`config.mk`:
```
export PLATFORM = sky130hd
export DESIGN_NAME = err_retry_ctrl_flat
export DESIGN_NICKNAME = d
export VERILOG_FILES = /design/src/rtl/usc_ctrl_pkg.sv /design/src/rtl/err_retry_ctrl_if.sv /design/src/rtl/ctrl_timer.sv /design/src/rtl/err_retry_ctrl.sv /design/src/flat_wrapper.sv
export SDC_FILE = /design/constraint.sdc
export NUM_CORES = 1
export LEC_CHECK = 0
export BUFFER_PORTS_ARGS = -buffer_cell sky130_fd_sc_hd__buf_2
export CORE_MARGIN = 4
export CORE_UTILIZATION = 30
export DETAILED_ROUTE_END_ITERATION = 12
export SLEW_MARGIN = 20
export SYNTH_ARGS = -nofsm -noshare
export SYNTH_HDL_FRONTEND = slang
export SYNTH_SLANG_ARGS = --single-unit
```
`constraint.sdc`:
```
create_clock -name clk -period 1.61 [get_ports clk]
set_input_delay 0.0805 -clock clk [delete_from_list [all_inputs] [get_ports clk]]
set_output_delay 0.0805 -clock clk [all_outputs]
set_load 0.05 [all_outputs]
```
`src/rtl/usc_ctrl_pkg.sv`:
```
// Shared definitions for the error-retry handshake controller: state encoding,
// parameter defaults/limits and a saturating counter helper.
package usc_ctrl_pkg;

    typedef enum logic [2:0] {
        ST_IDLE  = 3'd0,
        ST_WAIT  = 3'd1,
        ST_CHECK = 3'd2,
        ST_HS    = 3'd3,
        ST_FAIL  = 3'd4
    } ctrl_state_t;

    localparam int DEF_WIDTH      = 8;
    localparam int MAX_WIDTH      = 64;
    localparam int DEF_SAMPLE_DLY = 2;
    localparam int MAX_SAMPLE_DLY = 15;
    localparam int DEF_MAX_RETRY  = 3;
    localparam int MAX_MAX_RETRY  = 7;
    localparam int DEF_RETRY_EN   = 1;

    localparam int TIMER_W = 4;
    localparam int RETRY_W = 3;
    localparam int ERRCNT_W = 8;

    function automatic logic [ERRCNT_W-1:0] sat_inc(input logic [ERRCNT_W-1:0] v);
        return (v == '1) ? v : v + 1'b1;
    endfunction

endpackage

```
`src/rtl/err_retry_ctrl_if.sv`:
```
// Bundle of the left/right 4-phase handshakes plus the error-latch strobe/result.
interface err_retry_ctrl_if
    import usc_ctrl_pkg::*;
#(
    parameter int WIDTH = DEF_WIDTH
);
    // 4-phase: req rises with data stable, ack rises, req falls, ack falls.
    // Left: Lreq/Ldata in, Lack out. Right: Rreq/Rdata out, Rack in.
    logic                Lreq;
    logic [WIDTH-1:0]    Ldata;
    logic                Lack;
    logic                Rreq;
    logic [WIDTH-1:0]    Rdata;
    logic                Rack;
    logic                sample;
    logic                Err;
    logic                fatal;
    logic [ERRCNT_W-1:0] err_count;

    modport master (
        output Lreq, Ldata, Rack, Err,
        input  Lack, Rreq, Rdata, sample, fatal, err_count
    );

    modport slave (
        input  Lreq, Ldata, Rack, Err,
        output Lack, Rreq, Rdata, sample, fatal, err_count
    );

endinterface

```
`src/rtl/ctrl_timer.sv`:
```
// Loadable 4-bit down-counter; stops at zero and flags it.
module ctrl_timer
    import usc_ctrl_pkg::*;
(
    input  logic               clk,
    input  logic               rst,
    input  logic               load,
    input  logic [TIMER_W-1:0] load_val,
    input  logic               dec,
    output logic               zero
);

    logic [TIMER_W-1:0] count;

    always_ff @(posedge clk) begin
        if (rst) begin
            count <= '0;
        end else if (load) begin
            count <= load_val;
        end else if (dec && (count != '0)) begin
            count <= count - 1'b1;
        end
    end

    assign zero = (count == '0);

endmodule

```
`src/rtl/err_retry_ctrl.sv`:
```
// Captures a left token, strobes an external error latch, replays on error up to a
// budget, then hands the token to the right side with independent 4-phase returns.
module err_retry_ctrl
    import usc_ctrl_pkg::*;
#(
    parameter int WIDTH      = DEF_WIDTH,
    parameter int SAMPLE_DLY = DEF_SAMPLE_DLY,
    parameter int MAX_RETRY  = DEF_MAX_RETRY,
    parameter int RETRY_EN   = DEF_RETRY_EN
) (
    input  logic                 clk,
    input  logic                 rst,
    err_retry_ctrl_if.slave      bus,
    output ctrl_state_t          dbg_state
);

    localparam logic [TIMER_W-1:0] RELOAD    = TIMER_W'(SAMPLE_DLY - 1);
    localparam logic [RETRY_W-1:0] RETRY_LIM = RETRY_W'(MAX_RETRY);
    localparam bit                 CAN_RETRY = (RETRY_EN != 0);

    ctrl_state_t         state_q, state_d;
    logic [WIDTH-1:0]    data_q, data_d;
    logic [RETRY_W-1:0]  retry_q, retry_d;
    logic [ERRCNT_W-1:0] errcnt_q, errcnt_d;
    logic                lack_q, lack_d;
    logic                rreq_q, rreq_d;
    logic                tmr_load, tmr_dec, tmr_zero;

    ctrl_timer u_timer (
        .clk      (clk),
        .rst      (rst),
        .load     (tmr_load),
        .load_val (RELOAD),
        .dec      (tmr_dec),
        .zero     (tmr_zero)
    );

    always_ff @(posedge clk) begin
        if (rst) begin
            state_q  <= ST_IDLE;
            data_q   <= '0;
            retry_q  <= '0;
            errcnt_q <= '0;
            lack_q   <= 1'b0;
            rreq_q   <= 1'b0;
        end else begin
            state_q  <= state_d;
            data_q   <= data_d;
            retry_q  <= retry_d;
            errcnt_q <= errcnt_d;
            lack_q   <= lack_d;
            rreq_q   <= rreq_d;
        end
    end

    always_comb begin
        state_d  = state_q;
        data_d   = data_q;
        retry_d  = retry_q;
        errcnt_d = errcnt_q;
        lack_d   = lack_q;
        rreq_d   = rreq_q;
        tmr_load = 1'b0;
        tmr_dec  = 1'b0;
        case (state_q)
            ST_IDLE: begin
                // A still-high Rack means the right side has not returned the last token.
                if (bus.Lreq && !bus.Rack) begin
                    data_d   = bus.Ldata;
                    retry_d  = '0;
                    tmr_load = 1'b1;
                    state_d  = ST_WAIT;
                end
            end
            ST_WAIT: begin
                if (tmr_zero) state_d = ST_CHECK;
                else          tmr_dec = 1'b1;
            end
            ST_CHECK: begin
                if (!bus.Err) begin
                    lack_d  = 1'b1;
                    rreq_d  = 1'b1;
                    state_d = ST_HS;
                end else begin
                    errcnt_d = sat_inc(errcnt_q);
                    if (CAN_RETRY && (retry_q < RETRY_LIM)) begin
                        retry_d  = retry_q + 1'b1;
                        data_d   = bus.Ldata;
                        tmr_load = 1'b1;
                        state_d  = ST_WAIT;
                    end else begin
                        state_d = ST_FAIL;
                    end
                end
            end
            ST_HS: begin
                if (lack_q && !bus.Lreq) lack_d = 1'b0;
                if (rreq_q && bus.Rack)  rreq_d = 1'b0;
                if (!lack_q && !rreq_q && !bus.Rack) state_d = ST_IDLE;
            end
            ST_FAIL: begin
                lack_d = 1'b0;
                rreq_d = 1'b0;
            end
            default: state_d = ST_IDLE;
        endcase
    end

    assign bus.Lack      = lack_q;
    assign bus.Rreq      = rreq_q;
    assign bus.Rdata     = data_q;
    assign bus.sample    = (state_q == ST_WAIT) && tmr_zero;
    assign bus.fatal     = (state_q == ST_FAIL);
    assign bus.err_count = errcnt_q;
    assign dbg_state     = state_q;

endmodule

```
`src/flat_wrapper.sv`:
```
// flat-port wrapper written by rule: the top's interface ports become plain ports
module err_retry_ctrl_flat import usc_ctrl_pkg::*;
#(
    parameter int WIDTH      = DEF_WIDTH,
    parameter int SAMPLE_DLY = DEF_SAMPLE_DLY,
    parameter int MAX_RETRY  = DEF_MAX_RETRY,
    parameter int RETRY_EN   = DEF_RETRY_EN
)
  (clk, rst, dbg_state, bus_Lreq, bus_Ldata, bus_Rack, bus_Err, bus_Lack, bus_Rreq, bus_Rdata, bus_sample, bus_fatal, bus_err_count);
  err_retry_ctrl_if #(.WIDTH(WIDTH)) bus_i ();
  input  logic clk;
  input  logic rst;
  output ctrl_state_t dbg_state;
  input wire logic [$bits(bus_i.Lreq)-1:0] bus_Lreq;
  input wire logic [$bits(bus_i.Ldata)-1:0] bus_Ldata;
  input wire logic [$bits(bus_i.Rack)-1:0] bus_Rack;
  input wire logic [$bits(bus_i.Err)-1:0] bus_Err;
  output wire logic [$bits(bus_i.Lack)-1:0] bus_Lack;
  output wire logic [$bits(bus_i.Rreq)-1:0] bus_Rreq;
  output wire logic [$bits(bus_i.Rdata)-1:0] bus_Rdata;
  output wire logic [$bits(bus_i.sample)-1:0] bus_sample;
  output wire logic [$bits(bus_i.fatal)-1:0] bus_fatal;
  output wire logic [$bits(bus_i.err_count)-1:0] bus_err_count;
  assign bus_i.Lreq = bus_Lreq;
  assign bus_i.Ldata = bus_Ldata;
  assign bus_i.Rack = bus_Rack;
  assign bus_i.Err = bus_Err;
  assign bus_Lack = bus_i.Lack;
  assign bus_Rreq = bus_i.Rreq;
  assign bus_Rdata = bus_i.Rdata;
  assign bus_sample = bus_i.sample;
  assign bus_fatal = bus_i.fatal;
  assign bus_err_count = bus_i.err_count;
  err_retry_ctrl #(.WIDTH(WIDTH), .SAMPLE_DLY(SAMPLE_DLY), .MAX_RETRY(MAX_RETRY), .RETRY_EN(RETRY_EN)) u_core (.clk(clk), .rst(rst), .bus(bus_i), .dbg_state(dbg_state));
endmodule
```
; Word-level counts from Yosys, hierarchy flattened
; Index checks and enable logic that the tools add are counted.
[word_totals]
input_bits = 13
wordCells = 77
ff_bits = 28
out_inout_bits = 23
[op_classes]
reduce_logical = 23
eq_ne = 13
n_addsub = 3
magnitude_cmp = 1
n_bitwise = 2
muxes = 27
[ops]
columns = op, count
row1 = 3-bit 2-to-1 mux, 8
row2 = 8-bit 2-to-1 mux, 3
row3 = 8-bit one-hot mux with 2 select lines, 1
row4 = 3-bit one-hot mux with 5 select lines, 1
row5 = "2-bit by 1-bit != test with 1-bit output, second input constant", 6
row6 = 1-bit 2-to-1 mux, 10
row7 = 3-bit AND reduction, 3
row8 = "8-bit by 1-bit adder with 8-bit output, second input constant", 1
row9 = "8-bit == test, second input constant", 1
row10 = 4-bit AND reduction, 2
row11 = 1-bit logical AND, 7
row12 = "3-bit by 2-bit == test with 1-bit output, second input constant", 2
row13 = 1-bit one-hot mux with 3 select lines, 2
row14 = 3-bit one-hot mux with 2 select lines, 1
row15 = 1-bit logical NOT, 4
row16 = 4-bit logical NOT, 1
row17 = "2-bit != test, second input constant", 2
row18 = 2-bit nonzero test, 2
row19 = 4-bit nonzero test, 1
row20 = "4-bit by 1-bit subtractor with 4-bit output, second input constant", 1
row21 = "3-bit by 1-bit adder with 3-bit output, second input constant", 1
row22 = "3-bit by 1-bit == test with 1-bit output, second input constant", 1
row23 = "3-bit == test, second input constant", 1
row24 = 3-bit logical NOT, 1
row25 = 5 further kinds, 6

; Longest topological paths before layout
[logic_depth]
word_depth = 6
depth_mapped = 6
ltp_nobuf = 6

; Modules after synthesis
; A second synthesis with hierarchy kept.
[unflattened]
cells_unflattened = 166
area_unflattened_um2 = 1422.6
[by_module_without_submodules]
columns = mod, area_per_inst_um2, n_inst, cells_per_inst
row1 = err_retry_ctrl, 1159.9, 1, 137
row2 = ctrl_timer, 262.8, 1, 29

; Worst setup path after synthesis
; OpenSTA, ideal clock, no wires.
[synth_timing]
path_kind = register to output
startpoint = register u_core.state_q[0], in the netlist u_core.dbg_state[0]
endpoint = output bus_sample
t_arrival_ns = 2.536
path_stages_with_launch = 3
slack_ns = -1.006
n_path_buf = 1
path_cell_list = dfxtp_1 buf_2 nor4b_1
[synth_between]
elab_chain_len = 2
[synth_lines]
columns = item, line
row1 = from (decl), err_retry_ctrl.sv:21  ; ctrl_state_t state_q, state_d;
row2 = from (signal assigned), err_retry_ctrl.sv:47  ; state_q <= state_d;
row3 = 3-bit by 1-bit == test with 1-bit output, err_retry_ctrl.sv:112  ; assign bus.sample = (state_q == ST_WAIT) && tmr_zero;
row4 = 1-bit logical AND, err_retry_ctrl.sv:112
row5 = to (decl), flat_wrapper.sv:21  ; output wire logic [$bits(bus_i.sample)-1:0] bus_sample;
; No other way between the ends.

; Final worst setup path
[layout_timing]
startpoint = register u_core.u_timer.count[1]
endpoint = output bus_sample
[layout_between]
elab_chain_len = 2
[layout_lines]
columns = item, line
row1 = from (decl), ctrl_timer.sv:13  ; logic [TIMER_W-1:0] count;
row2 = from (signal assigned), ctrl_timer.sv:19  ; count <= load_val;
row3 = from (signal assigned), ctrl_timer.sv:21  ; count <= count - 1'b1;
row4 = 4-bit logical NOT, ctrl_timer.sv:25  ; assign zero = (count == '0);
row5 = 1-bit logical AND, err_retry_ctrl.sv:112
; No other way between the ends.

==> results.txt <==
----------------------------------------------------
[Run status]
  Outcome ... finished, violations left
  Violations in the final reports ... setup timing

[GRT]
  Via count of the first global-routing pass ... 1,123
  Antenna violations before repair ... 0
  Grt met3 use ... 2.27%
  GR Util met1 ... roughly 14%
  Met2 capacity usage during global routing ... 17.5%
  Layer with the highest usage ... met2
  Maximum number of pins on one net before global-route repair ... 20
  Overflow left after global routing ... 0
  Global-route usage over all layers ... 11.0%
  Global-route wire length before repair ... 4840 um

[Timing]
  Remaining max-slew budget at the tightest pin ... 61.8%
  Final worst path period share ... 110%
  Post-layout minimum cycle time ... 1770 ps
  Hold violation total from the final report ... 0
  Unrepaired setup endpoints after global routing ... yes
  Final total negative setup slack ... -259 ps
  Maximum operating frequency ... 0.566 GHz
  Worst slew pin tran ... 566 ps
  Number of failing setup endpoints in the final timing report ... 2
  PnR worst setup slack ... -156 ps
  Setup clock skew after layout ... 12.5 ps
  Max-slew violation count ... 0

[Cells and area]
  Layout cells sized above 1 ... 38.1%
  Register area ... between 500 and 600 um^2
  Non-Filler Cell Area, Final ... 0.00181 mm^2
  Area added between synthesis and finish ... 33.8%
  Number of fill cells in the layout ... 455
  Diodes inserted ... 0
  Utilization of the core after routing ... 41.6%
  Fin cells ... 254
  Final Net Count ... between 200 and 250
  Multi-input combinational cell area ... 787 um^2

[Routing]
  Detail-routed via count per cell ... roughly 4.8
  Residual DRC ... 0
  Via count ... 1,214
  Wire length per cell ... 11.5 um
  Number of DRC violations after detailed-routing iteration 0 ... 28
  Final antenna-violating net count ... 0
  First drt pass iteration count ... 4
  Sum of routed wire length over all layers ... 2930 um

[Logic synthesis]
  EDFF count, synth ... 0
  Commonest cells post-synth ... sky130_fd_sc_hd__dfxtp_1, sky130_fd_sc_hd__nand2_1, sky130_fd_sc_hd__nor2_1
  Post-Synthesis Cell Area ... 0.00136 mm^2
  Most area-hungry cell type in the Yosys netlist ... sky130_fd_sc_hd__dfxtp_1
  Leading cell types by total area after synthesis ... sky130_fd_sc_hd__dfxtp_1, sky130_fd_sc_hd__mux2i_1, sky130_fd_sc_hd__nand2_1
  Fraction of synthesized cell area taken by the top area cell type ... 41.4%
  Post-Syn Instances ... roughly 150
  Flop and latch count out of synthesis ... 28
  Distinct cells, synth ... 44
  Async SR Flop Fraction ... 0%
  Sequential share of the synthesized area ... 41.4%
  Flip-flop cell with the highest count after synthesis ... sky130_fd_sc_hd__dfxtp_1
  Synth Net Count ... 170
  Cell with the most instances after synthesis ... sky130_fd_sc_hd__dfxtp_1
  Mapped Avg Cell Area ... 8.80 um^2
  Yosys Warn Count ... 0

[Floorplan]
  Effective utilization at floorplan ... 31.1%
  Core Area ... between 0.004 and 0.005 mm^2
  Die Outline Area ... 0.00566 mm^2
  Count of standard-cell rows ... 24
  Die Y-Extent ... 75.2 um
  Number of top-level pins ... 36
  X dimension of the die ... 75.2 um

[Placement]
  Quantity of I/O buffers inserted on ports ... 35
  DP Cell Count ... 247
  DPL Wire Length ... 2190 um
  DP Area ... around 0.0017 mm^2
  Weighted congestion at the end of routability-driven global placement ... 0.753
  Placement-stage worst setup slack ... -7.16 ps

[Clock tree]
  Clock root buffer ... sky130_fd_sc_hd__clkbuf_8
  TritonCTS clock tree ... done
  Total clock sinks ... 28
  Total number of H-tree levels ... 1
  Clock buffers created by TritonCTS ... 3
  Insertion delay of the later-clocked pin in the worst-skew pair ... 280 ps
  Clock input transition at the sequential cells of the worst setup and hold paths ... 90 ps
  Worst-case clock buffer depth ... 2

[Worst setup path]
  Critical path type ... register to output pin
  Most prevalent standard cell on the critical path ... sky130_fd_sc_hd__buf_6
  Data required time of the worst path ... 1530 ps
  Worst path max stage delay ... 370 ps
  WP data arrival ... about 1700 ps
  Highest fanout seen on the critical path ... 2
  Startpoint type of the worst setup path ... register
  Slack of the worst reg-to-reg path ... -100 ps
  CP max-delay cell ... sky130_fd_sc_hd__or3b_4
  Number of buffers and inverters on the critical path ... 3
  Cell class contributing the biggest share of worst-path delay ... simple AND/OR/NAND/NOR gates
  Worst reg2reg path endpoint ... u_core.dbg_state[1]
  Startpoint of the lowest-slack register-to-register path ... u_core.u_timer.count[1]
  R2r worst-path depth ... 7
  List of cells traversed by the critical path ... inv_2, ha_4, or3b_4, buf_6, nor4b_4, buf_6
  Type of element capturing the critical path ... output pin

[Power and ir drop]
  Pwr/cell area ... 868 mW/mm^2
  Peak supply drop ... between 0.3 and 0.4 mV
  Leakage component of the power ... 0.778 nW

[Hold path]
  Class of the worst hold path ... primary input to register
  Cells on Worst Hold Path ... 3
  Hold Path End ... u_core.bus.Rdata[0]
  Launch point of the worst hold path ... bus_Ldata[0]

[Run]
  Max capacitance violation total ... 0

----------------------------------------------------
[final cells by class]
class / count / area share, %
multi-input cells: 113 / 43.4
flip-flops and latches: 28 / 31.7
repair buffers: 51 / 17.5
well taps: 52 / 3.59
clock buffers: 4 / 2.48
inverters: 6 / 1.24
[worst reg2reg max path, delay by kind of cell (launching register included)]
kind / cells / cell delay [ps]
buf+inv: 2 / 210
fa+ha+maj: 1 / 120
flops: 1 / 330
compound gates: 1 / 120
simple gates: 3 / 880
[metrics by stage]
stage | hold slack, ps | power, mW
final | 44.4 | 1.57
after global routing | 35.7 | 1.66
after CTS | 31.7 | 1.59
after global placement | 329 | 1.15
after detailed placement | 337 | 1.15
after floorplan | 223 | 1.03
[layer usage]
layer,up-vias,wire [um]
met5,-,0
met4,0,45
met3,5,112
met2,19,1340
met1,545,1440
li1,645,-
[state kept, by name (all words and copies together) (netlist names)]
signal and flops:
u_core.bus.Lack 1, u_core.bus.Rdata 8, u_core.bus.Rreq 1, u_core.bus.err_count 8, u_core.dbg_state 3, u_core.retry_q 3, u_core.u_timer.count 4
[cell families (layout without fill, tap and decap cells)]
family,Yosys count,in the layout,share of synthesized area (%)
mux,9,9,6.65
fa+ha+maj,3,3,2.77
flops,28,28,41.4
compound gates,28,28,14.0
buf+inv,13,61,4.99
xor+xnor,8,8,5.17
simple gates,65,65,25.0
[worst max path at each step]
stage,start,endpoint,slack [ps],cells after the start
finish,u_core.u_timer.count[1],bus_sample,-160,6
global route,u_core.u_timer.count[1],bus_sample,-210,6
CTS,u_core.u_timer.count[1],bus_sample,-220,6
detailed placement,u_core.u_timer.count[0],u_core.dbg_state[1],-7,6
global placement,u_core.u_timer.count[0],u_core.dbg_state[1],20,6
floorplan,u_core.u_timer.count[0],bus_sample,-2,4
[placed cells by master (no fill, tap or decap), types with 2 or more instances in the layout]
cell type	instances
sky130_fd_sc_hd__o21a_1	2
sky130_fd_sc_hd__o211ai_1	3
sky130_fd_sc_hd__o21ai_0	4
sky130_fd_sc_hd__buf_4	14
sky130_fd_sc_hd__a31oi_1	2
sky130_fd_sc_hd__a21oi_1	8
sky130_fd_sc_hd__nor2_1	15
sky130_fd_sc_hd__clkbuf_8	3
sky130_fd_sc_hd__inv_1	3
sky130_fd_sc_hd__mux2i_1	9
sky130_fd_sc_hd__xnor2_1	2
sky130_fd_sc_hd__nor2_4	2
sky130_fd_sc_hd__nand4_1	3
sky130_fd_sc_hd__a2111oi_0	2
sky130_fd_sc_hd__nand2_1	21
sky130_fd_sc_hd__buf_6	2
sky130_fd_sc_hd__and3_1	3
sky130_fd_sc_hd__nor3b_1	2
sky130_fd_sc_hd__buf_2	34
sky130_fd_sc_hd__nor3_1	3
sky130_fd_sc_hd__dfxtp_2	9
sky130_fd_sc_hd__o31ai_1	2
sky130_fd_sc_hd__ha_1	2
sky130_fd_sc_hd__inv_2	2
sky130_fd_sc_hd__xor2_1	6
sky130_fd_sc_hd__dfxtp_1	18
sky130_fd_sc_hd__nand3_1	2
[report_power, final]
group	internal (mW)	switching (mW)
clock network	0.178	0.220
logic	0.181	0.237
registers	0.728	0.0304
[repair_timing]
action | CTS | global route
pin swaps | 2 | 3
setup buffers | 3 | 0
resized for setup | 7 | 4
endpoints found under the setup margin | 2 | 7
hold buffers | 0 | 0
(Power assumes the default switching activity.)
